## src/rtl/lfsr_checker8.sv

```systemverilog
// rtl/lfsr_checker8.sv - receive-side checker for the 8-bit Fibonacci LFSR stream
//
// Self-seeds a local reference from the incoming bits, acquires lock after
// LOCK_COUNT consecutive correct predictions, then free-runs the reference
// and counts bit errors. Too many errors within one observation window drop lock.
//
// Ports:
//   CLK        clock, all state updates on the rising edge
//   RESET      synchronous active-high reset, priority over every input
//   I          received serial bit
//   VALID      I carries a stream bit this cycle
//   CLEAR      clears ERR_COUNT (a coincident counted error leaves it at 1)
//   LOCKED     high while in the LOCKED state
//   ERR        one-cycle pulse per mismatched bit while LOCKED
//   ERR_COUNT  saturating count of LOCKED-state errors
//   STATE      0=SEED, 1=ACQUIRE, 2=LOCKED
module lfsr_checker8 #(
    parameter int LOCK_COUNT  = 16,
    parameter int WINDOW      = 32,
    parameter int UNLOCK_ERRS = 4,
    parameter int ERR_W       = 16
) (
    input  logic             CLK,
    input  logic             RESET,
    input  logic             I,
    input  logic             VALID,
    input  logic             CLEAR,
    output logic             LOCKED,
    output logic             ERR,
    output logic [ERR_W-1:0] ERR_COUNT,
    output logic [1:0]       STATE
);

    localparam logic [1:0] ST_SEED = 2'd0;
    localparam logic [1:0] ST_ACQ  = 2'd1;
    localparam logic [1:0] ST_LOCK = 2'd2;

    localparam int MC_W = $clog2(LOCK_COUNT + 1);
    localparam int WC_W = $clog2(WINDOW + 1);
    localparam int EC_W = $clog2(UNLOCK_ERRS + 1);

    localparam logic [MC_W-1:0] MATCH_LAST = MC_W'(LOCK_COUNT - 1);
    localparam logic [WC_W-1:0] WIN_LAST   = WC_W'(WINDOW - 1);
    localparam logic [EC_W-1:0] EW_LAST    = EC_W'(UNLOCK_ERRS - 1);

    // The prediction taps only reach back to h[4] and the bit shifted into
    // h[7] is never read afterwards, so only h[6:0] needs to be stored.
    logic [6:0]       h_q, h_d;
    logic [7:0]       h_new;
    logic [1:0]       state_q, state_d;
    logic [2:0]       seed_q, seed_d;
    logic [MC_W-1:0]  match_q, match_d;
    logic [WC_W-1:0]  win_q, win_d;
    logic [EC_W-1:0]  ew_q, ew_d;
    logic             err_q, err_d;
    logic [ERR_W-1:0] err_count_q, err_count_d;
    logic [ERR_W-1:0] count_base;
    logic             p;
    logic             miss;

    always_comb begin
        state_d     = state_q;
        h_d         = h_q;
        seed_d      = seed_q;
        match_d     = match_q;
        win_d       = win_q;
        ew_d        = ew_q;
        err_d       = 1'b0;
        p           = h_q[0] ^ h_q[2] ^ h_q[3] ^ h_q[4];
        miss        = I ^ p;
        h_new       = {h_q, I};
        // CLEAR is applied first so a coincident error lands on a zero base.
        count_base  = CLEAR ? '0 : err_count_q;
        err_count_d = count_base;

        if (VALID) begin
            case (state_q)
                ST_SEED: begin
                    h_d = h_new[6:0];
                    if (seed_q == 3'd7) begin
                        seed_d  = 3'd0;
                        match_d = '0;
                        if (|h_new) begin
                            state_d = ST_ACQ;
                        end
                    end else begin
                        seed_d = seed_q + 3'd1;
                    end
                end
                ST_ACQ: begin
                    h_d = {h_q[5:0], I};
                    if (!miss) begin
                        if (match_q == MATCH_LAST) begin
                            state_d = ST_LOCK;
                            match_d = '0;
                            win_d   = '0;
                            ew_d    = '0;
                        end else begin
                            match_d = match_q + MC_W'(1);
                        end
                    end else begin
                        state_d = ST_SEED;
                        seed_d  = 3'd0;
                        match_d = '0;
                    end
                end
                ST_LOCK: begin
                    // Shift the prediction, not I, so one flipped bit costs one error.
                    h_d = {h_q[5:0], p};
                    if (miss) begin
                        err_d = 1'b1;
                        if (count_base != '1) begin
                            err_count_d = count_base + ERR_W'(1);
                        end
                    end
                    // Unlock takes priority over window expiry on the same bit.
                    if (miss && (ew_q == EW_LAST)) begin
                        state_d = ST_SEED;
                        seed_d  = 3'd0;
                        match_d = '0;
                        win_d   = '0;
                        ew_d    = '0;
                    end else if (win_q == WIN_LAST) begin
                        win_d = '0;
                        ew_d  = '0;
                    end else begin
                        win_d = win_q + WC_W'(1);
                        if (miss) begin
                            ew_d = ew_q + EC_W'(1);
                        end
                    end
                end
                default: begin
                    state_d = ST_SEED;
                    seed_d  = 3'd0;
                    match_d = '0;
                end
            endcase
        end
    end

    always_ff @(posedge CLK) begin
        if (RESET) begin
            h_q         <= '0;
            state_q     <= ST_SEED;
            seed_q      <= '0;
            match_q     <= '0;
            win_q       <= '0;
            ew_q        <= '0;
            err_q       <= 1'b0;
            err_count_q <= '0;
        end else begin
            h_q         <= h_d;
            state_q     <= state_d;
            seed_q      <= seed_d;
            match_q     <= match_d;
            win_q       <= win_d;
            ew_q        <= ew_d;
            err_q       <= err_d;
            err_count_q <= err_count_d;
        end
    end

    assign LOCKED    = (state_q == ST_LOCK);
    assign ERR       = err_q;
    assign ERR_COUNT = err_count_q;
    assign STATE     = state_q;

endmodule

```

## config.mk

```make
export PLATFORM = sky130hd
export DESIGN_NAME = lfsr_checker8
export DESIGN_NICKNAME = d
export VERILOG_FILES = /design/src/rtl/lfsr_checker8.sv
export SDC_FILE = /design/constraint.sdc
export NUM_CORES = 1
export LEC_CHECK = 0
export CAP_MARGIN = 20
export CELL_PAD_IN_SITES_DETAIL_PLACEMENT = 1
export CELL_PAD_IN_SITES_GLOBAL_PLACEMENT = 2
export CORE_MARGIN = 4
export CORE_UTILIZATION = 36
export DETAILED_ROUTE_END_ITERATION = 10
export GPL_ROUTABILITY_DRIVEN = 0
export PLACE_DENSITY = 0.93
export SLEW_MARGIN = 0
export SYNTH_ARGS = -nofsm -noshare
export SYNTH_HDL_FRONTEND = slang
export SYNTH_SLANG_ARGS = --single-unit
```

## constraint.sdc

```tcl
create_clock -name CLK -period 3.3 [get_ports CLK]
set_input_delay 0.33 -clock CLK [delete_from_list [all_inputs] [get_ports CLK]]
set_output_delay 0.33 -clock CLK [all_outputs]
set_load 0.1 [all_outputs]
```

## Yosys cells after proc, flatten, opt, wreduce, memory -nomap -nowiden

Cells that the tools add are included.

- Input port bits: 5
- Register bits: 43

- Reductions and logical operators: 13
- Bitwise gates (word level): 6
- Equal/unequal tests: 15
- Multiplexer cells: 33
- Add/subtract/negate cells: 5

Operator list:

| kind | count |
|---|---|
| $mux 16 | 5 |
| $mux 3 | 8 |
| $mux 6 | 4 |
| $mux 5 | 4 |
| $add 16x1->16 const B | 1 |
| $ne 16x16->1 const B | 1 |
| $pmux 5 s3 | 1 |
| $pmux 7 s2 | 1 |
| $pmux 6 s2 | 1 |
| $mux 2 | 5 |
| $ne 2x2->1 const B | 5 |
| $reduce_and 5->1 | 2 |
| $pmux 3 s3 | 1 |
| $reduce_or 8->1 | 1 |
| $add 3x1->3 const B | 2 |
| $add 6x1->6 const B | 1 |
| $eq 6x5->1 const B | 1 |
| $pmux 2 s3 | 1 |
| $pmux 3 s2 | 1 |
| $reduce_and 3->1 | 2 |
| $add 5x1->5 const B | 1 |
| $eq 5x4->1 const B | 1 |
| $ne 4x1->1 const B | 1 |
| $reduce_and 4->1 | 1 |
| other kinds (15) | 20 |

## Depth between registers and ports, before layout

- Word-level depth: 8
- Depth in mapped cells: 8
- Depth with buffers taken out: 7

## Worst setup path before layout

No wires, ideal clock.

- Kind: reg2reg
- From: register state_q[1] (netlist: STATE[1])
- To: register err_count_q[14] (netlist: ERR_COUNT[14])
- Slack: -0.359 ns
- Data required time: 3.230 ns
- Data arrival time: 3.589 ns
- Path buffers: 1
- Period minus slack after synthesis: 3.659 ns
- Stages on the path, launching flop included: 8
- Cell sequence: dfxtp_1 -> ha_1 -> clkbuf_1 -> nand2_1 -> or2_2 -> or4b_4 -> or3_1 -> a21oi_1

- Cells in the longest elaborated chain, start to end: 3

Ends and longest elaborated chain:

| what | line | text |
|---|---|---|
| start: declaration | 50 | `logic [1:0] state_q, state_d;` |
| start signal: assignment | 154 | `state_q <= state_d;` |
| $eq 2x2->1 | - |  |
| net LOCKED | 28 | `output logic LOCKED,` |
| $mux 16 | 77 | `case (state_q)` |
| $mux 16 | 76 | `if (VALID) begin` |
| end signal: assignment | 160 | `err_count_q <= err_count_d;` |
| end: declaration | 56 | `logic [ERR_W-1:0] err_count_q, err_count_d;` |

The timed path passes the listed nets, and every way through them passes these cells.
A chain may end at the register's enable or synchronous reset.

## Final worst setup path

- From: input port I
- To: register err_count_q[2] (netlist: ERR_COUNT[2])

- Cells in the longest elaborated chain, start to end: 4

Ends and longest elaborated chain:

| what | line | text |
|---|---|---|
| start: declaration | 25 | `input logic I,` |
| $xor 1x1->1 | 70 | `miss = I ^ p;` |
| $mux 16 | 110 | `if (miss) begin` |
| $mux 16 | 77 |  |
| $mux 16 | 76 |  |

No other way between the ends.

==> summary.txt <==
Status
  • Status: completed

Synthesis
  • Gate count after technology mapping: 286
  • Syn_nets: 301
  • Area share of the leading cell type in the synthesized netlist: 36.99%
  • Main area contributors after synthesis: dfxtp_1, a21oi_1, ha_1, nand2_1, nand4_1
  • Post-synthesis mux area share: 2.581%
  • Share of the synthesized netlist area taken by xor and xnor gates: 4.516%
  • Register bit total from synthesis: 43
  • Post-synthesis cell type with the largest combined area: dfxtp_1
  • Post-synthesis average cell area: 8.137 um^2
  • Adder and majority cell fraction of the synthesized area: 5.376%
  • Count of warnings emitted by yosys: 0
  • Share of synthesized cell area in and, or, nand and nor gates: 28.39%
  • Unique masters post-synth: 41
  • Main combinational cell family by area after synthesis: simple AND/OR/NAND/NOR gates
  • Compound-gate portion of the synthesized area: 18.23%
  • Area of the mapped netlist: 2327 um^2
  • Sequential fraction of the synthesis area: 36.99%

Layout
  • P&R area growth vs syn: 17.74%
  • Number of antenna repair diodes: 0
  • Number of nets in the layout: 324
  • Most used cells in the layout excluding fill and tap cells: dfxtp_1, nand2_1, a21oi_1
  • Most common library cell in the layout ignoring fill and taps: dfxtp_1
  • Fraction of final layout cells with drive strength greater than 1: 5.178%

Worst setup path
  • Peak fanout along the critical path: 17
  • Startpoint of the most critical register-to-register path: h_q[3]$_SDFFE_PP0P_
  • Dominant delay contributor by cell family on the critical path: simple AND/OR/NAND/NOR gates
  • Endpoint class of the critical path: register
  • Ordered cell list for the critical path: clkdlybuf4s50_1 -> inv_1 -> xnor3_1 -> nand3_1 -> or4_1 -> a21oi_1
  • Crit path DAT: 2.76 ns
  • Endpoint of the worst-slack reg-to-reg timing path: ERR_COUNT[2]$_SDFF_PP0_
  • Flop-to-flop setup slack: 0.85 ns
  • Type of element launching the critical path: input port
  • R2R cell count: 5
  • Largest stage delay on the critical path: 0.76 ns
  • Count of cell instances traversed by the critical path: 6
  • Slowest cell on crit path: xnor3_1
  • Critical path destination: ERR_COUNT[2]$_SDFF_PP0_
  • Crit path launch: I
  • Required time of the worst setup path: 3.53 ns
  • Critical Setup Path Class: in -> reg
  • Buf/Inv on CP: 2

Drt
  • Via Count: 2,112
  • Post-route DRC violation count: 0
  • Detailed-routing iteration count for the pre-antenna-repair pass: 4
  • Iter 0 DRT Violations: 64
  • Antenna Violating Nets Remaining: 0
  • Routed vias/inst: 5.472
  • DR WL/cell: 15.66 um
  • Total wirelength of the detailed-routed design: 6045 um

Clock tree
  • Postcts setup bufs: 0
  • Number of clock sinks: 43
  • Total clock buffers created by CTS: 5
  • Clk Tree Root Cell: clkbuf_8
  • Maximum buffer depth of the clock tree: 2
  • Clock input transition at the sequential cells of the worst setup and hold paths: 0.08 ns
  • H-tree levels: 2
  • Clock network latency to the later pin of the worst-skew pair: 0.30 ns
  • TritonCTS clock tree: done
  • Post-cts repair resize count: 0
  • Cts-stage hold buffer count: 0

Floorplanning
  • DIE HEIGHT: 88.40 um
  • Effective utilization at floorplan: 36.86%
  • Die Area: 7815 um^2
  • Number of ports placed on the die boundary: 25
  • Die width: 88.40 um
  • Core outline area: 6314 um^2
  • Count of standard-cell rows: 29

GRT
  • Aggregate global-route resource usage: 16.57%
  • Remaining Overflow, GRT: 0
  • Via count of the first global-routing pass: 2,184
  • Pin count of the biggest net entering global routing: 29
  • First-pass GRT wire length: 10,340 um
  • Initial antenna violation count: 0

STA
  • Total negative slack for setup checks: 0 ns
  • Time the worst path needs with I/O delays and setup: 2.535 ns
  • Number of pins exceeding their max-slew limit in the final report: 0
  • Setup repair after global routing missed its margin: no
  • Final setup violation count: 0
  • Fraction of the cycle the final worst path needs: 76.80%
  • Max-slew headroom: 34.49%
  • Hold Vio Cnt, Final: 0
  • Maximum frequency from static timing analysis: 394.5 MHz
  • Max Clock Skew: 0.009384 ns
  • Transition at the pin with the smallest max-transition slack: 0.9795 ns

Place
  • Number of buffers added on ports: 24
  • Dpl hpwl: 4471 um

Job
  • Count of maximum capacitance violations: 0

Worst hold path
  • Worst min-delay path category: reg -> reg

Power
  • Power after layout: 0.9853 mW
  • Power density over cell area: 359.6 nW/um^2
  • Lkg Pwr: 0.9426 nW
  • Maximum resistive drop on vdd: 0.1520 mV
-- cell type report --
cell class / instances / area, um^2
clock buffers: 6 / 72.57
clock inverters: 1 / 30.03
fillers: 781 / 3573
inverters: 15 / 56.30
multi-input cells: 219 / 1378
flip-flops and latches: 43 / 862.1
well taps: 77 / 96.34
repair buffers: 25 / 245.2
-- stage by stage --
stage | util, % | std cells | hold WS [ns] | setup slack [ns] | instance area [um^2]
floorplan | - | 286 | 0.4270 | 0.1994 | 2331
global placement | 41.78 | 379 | 0.4371 | 0.5136 | 2638
detailed placement | 41.78 | 379 | 0.4477 | 0.4683 | 2638
CTS | 43.40 | 386 | 0.4577 | 0.7857 | 2740
global route | 43.40 | 386 | 0.4751 | 0.5906 | 2740
finish | 43.40 | 386 | 0.4589 | 0.7655 | 2740
-- flip-flops by register name (all words and copies together) (netlist names) --
name / flops
win_q: 6
ERR_COUNT: 16
ew_q: 3
match_q: 5
seed_q: 3
STATE: 2
h_q: 7
ERR: 1
-- worst register-to-register path, delay by kind of cell, from the launching register on --
family / cells / cell delay (ns)
compound gates: 1 / 0.16
simple gates: 2 / 0.88
flops: 1 / 0.37
xor+xnor: 2 / 0.97
-- synthesized netlist by cell type, drive strengths merged --
cell     instances
nor2            18
a22oi            3
xor2             1
and2             2
nand2           31
a311oi           1
mux2i            6
nand4b           2
dfxtp           43
and4b            1
o21ai           18
or4              4
a31oi            1
inv             15
a32o             1
nor3             6
nand4           13
and3b            1
or4b             1
and3             7
nor4             3
o31ai            8
nor2b            5
buf              1
xnor3            2
a21oi           27
or2              3
xnor2            5
o2111ai          1
a211oi           5
o211ai           2
or3              7
nand2b           9
clkbuf           8
o31a             2
ha              10
o21a             1
nand3           12
-- power breakdown --
part | switching (mW) | total, mW | internal, mW
Sequential | 0.00240 | 0.524 | 0.522
Combinational | 0.0362 | 0.0562 | 0.0200
Clock | 0.183 | 0.405 | 0.222
-- cells by family (layout without fill, tap and decap cells) --
family / after synthesis / count (layout)
adders and majority gates: 10 / 10
muxes: 6 / 6
AOI/OAI and AO/OA: 70 / 70
and+or+nand+nor: 125 / 125
buffers and inverters: 24 / 47
DFF: 43 / 43
xor gates and xnor gates: 8 / 8
-- worst min path at each step --
stage                                       start                      end  slack [ns]  cells past startpoint
after floorplan           match_q[4]$_SDFFE_PP0P_  match_q[4]$_SDFFE_PP0P_        0.43                      2
after global placement    match_q[4]$_SDFFE_PP0P_  match_q[4]$_SDFFE_PP0P_        0.44                      2
after detailed placement  match_q[4]$_SDFFE_PP0P_  match_q[4]$_SDFFE_PP0P_        0.45                      2
after CTS                 match_q[4]$_SDFFE_PP0P_  match_q[4]$_SDFFE_PP0P_        0.46                      2
after global routing          h_q[6]$_SDFFE_PP0P_      h_q[6]$_SDFFE_PP0P_        0.48                      2
final                     match_q[4]$_SDFFE_PP0P_  match_q[4]$_SDFFE_PP0P_        0.46                      2
-- per-layer routing --
metal  global-route usage [%]  wire [um]
met1                    21.48       3051
met2                    28.21       2740
met3                    3.073        187
met4                    4.533         66
met5                        0          0
(Power assumes the default switching activity.)
==> RTL edit, RTL diff (same flow settings) <==
Take the reset off `h_q` and load it in a clocked block of its own.
--- a/src/rtl/lfsr_checker8.sv
+++ b/src/rtl/lfsr_checker8.sv
@@ -141,7 +141,6 @@
 
     always_ff @(posedge CLK) begin
         if (RESET) begin
-            h_q         <= '0;
             state_q     <= ST_SEED;
             seed_q      <= '0;
             match_q     <= '0;
@@ -150,7 +149,6 @@
             err_q       <= 1'b0;
             err_count_q <= '0;
         end else begin
-            h_q         <= h_d;
             state_q     <= state_d;
             seed_q      <= seed_d;
             match_q     <= match_d;
@@ -161,6 +159,10 @@
         end
     end
 
+    always_ff @(posedge CLK) begin
+        h_q <= h_d;
+    end
+
     assign LOCKED    = (state_q == ST_LOCK);
     assign ERR       = err_q;
     assign ERR_COUNT = err_count_q;
Function: same outputs for any inputs over 10 cycles, from zero or initial values and one cycle with RESET high; that may be too few to reach the edited logic, so the function may still have changed.
==> RTL edit against the unedited design <==
- sequential power grew 4.2%
- sequential cell count is the same
- final area fell by 0.96%
- maximum frequency increased by 8.8%
- total power shrank 3.7%
- clock skew up 3.9 ps
- count of clock-buffer cells in the layout increased by 1
- sequential share of layout area grew 2.8 points
- routed wire length fell by 4.7%
- via count shrank 4.3%
- setup slack gained 200 ps
- synthesized area increased by 0.81%
- combinational power up 42%
- highest routed layer unchanged
==> RTL edit: results (changes against the unedited design) <==
----------------------------------------------------
[Synth]
  Synth top area cells ... dfxtp_1, edfxtp_1, ha_1, nand2_1, a21oi_1
  Sequential cell area fraction in the yosys report ... 0.397 (+0.0269)
  Net count after synthesis ... 275 (-8.6%)
  Average size of a mapped cell ... 9.02 um2 (+11%)
  Commonest cells post-synth ... dfxtp_1, nand2_1, nor2_1, a21oi_1, inv_1
  Number of enable-type register cells in the synthesized netlist ... 7 (+7)

[Setup path]
  Crit path max-delay cell type ... xnor3_2
  CP max FO ... 13 (-4)
  Worst stage delay on the critical path ... 570 ps (-190 ps)
  Signal arrival time at the worst endpoint ... 2550 ps (-210 ps)

[Final layout]
  Non-clock inverter count ... 16 (+1)
  Proportion of layout cells with a drive suffix above 1 ... 0.0671 (+0.0154)
  Layout non-clock buf frac ... 0.0931 (+0.00363)
  Final net count ... 298 (-8.0%)
  Clock buffer cells ... 7 (+1)
  Flip-flop and latch area ... 931 um2 (+8.0%)
  Clock tree cell share of total cell area ... 0.0281 (-0.00932)
  #MultiIn Comb ... 191 (-13%)
  Number of filler instances in the final layout ... 741 (-5.1%)

[GRT]
  First-pass GRT wire length ... 10.0 mm (-3.1%)
  Met2 Track Usage GR ... 0.277 (-0.00479)
  Vias in the first global route ... 2147 (-1.7%)
  Total GRT Usage ... 0.161 (-0.00445)

[STA]
  Setup Skew ... 13.3 ps (+3.94 ps)

[Placement]
  Dpl hpwl ... 4.30 mm (-3.8%)

[Drt]
  Met2 wire length ... 2.77 mm (+0.91%)
  Overall routed net length ... 5.76 mm (-4.7%)
  Met3 layer wire length in the routed design ... 176 um (-5.9%)
  Vias per std cell ... 5.61 (+2.6%)

[Power]
  Sw Share ... 0.244 (+0.0193)
  Static leakage ... 0.000924 uW (-1.9%)
  Switching Power ... 232 uW (+4.5%)
  Sequential group power ... 546 uW (+4.2%)

[Run status]
  Outcome ... finished clean

----------------------------------------------------
==> RTL edit: logic make-up (layout without fill, tap and decap cells) <==
kind of cell | count (synthesis) | in the layout | synth area share
multiplexers | 7 | 7 | 0.0299
flip-flops | 43 | 43 | 0.397
AO/OA/AOI/OAI | 62 | 62 | 0.188
adder cells (fa/ha/maj) | 10 | 10 | 0.0533
buffers and inverters | 26 | 49 | 0.0512
AND/OR/NAND/NOR | 106 | 106 | 0.243
XOR/XNOR | 6 | 6 | 0.0379
==> RTL edit: final timing paths <==
kind                        startpoint                     to  slack [ps]  depth (start not counted)
setup / recovery                     I  STATE[0]$_SDFFE_PP0P_         970                          6
hold / removal    ew_q[1]$_SDFFE_PP0P_   ew_q[1]$_SDFFE_PP0P_         470                          2
setup reg to reg      h_q[4]$_DFFE_PP_  STATE[0]$_SDFFE_PP0P_         970                          5
hold reg to reg   ew_q[1]$_SDFFE_PP0P_   ew_q[1]$_SDFFE_PP0P_         470                          2
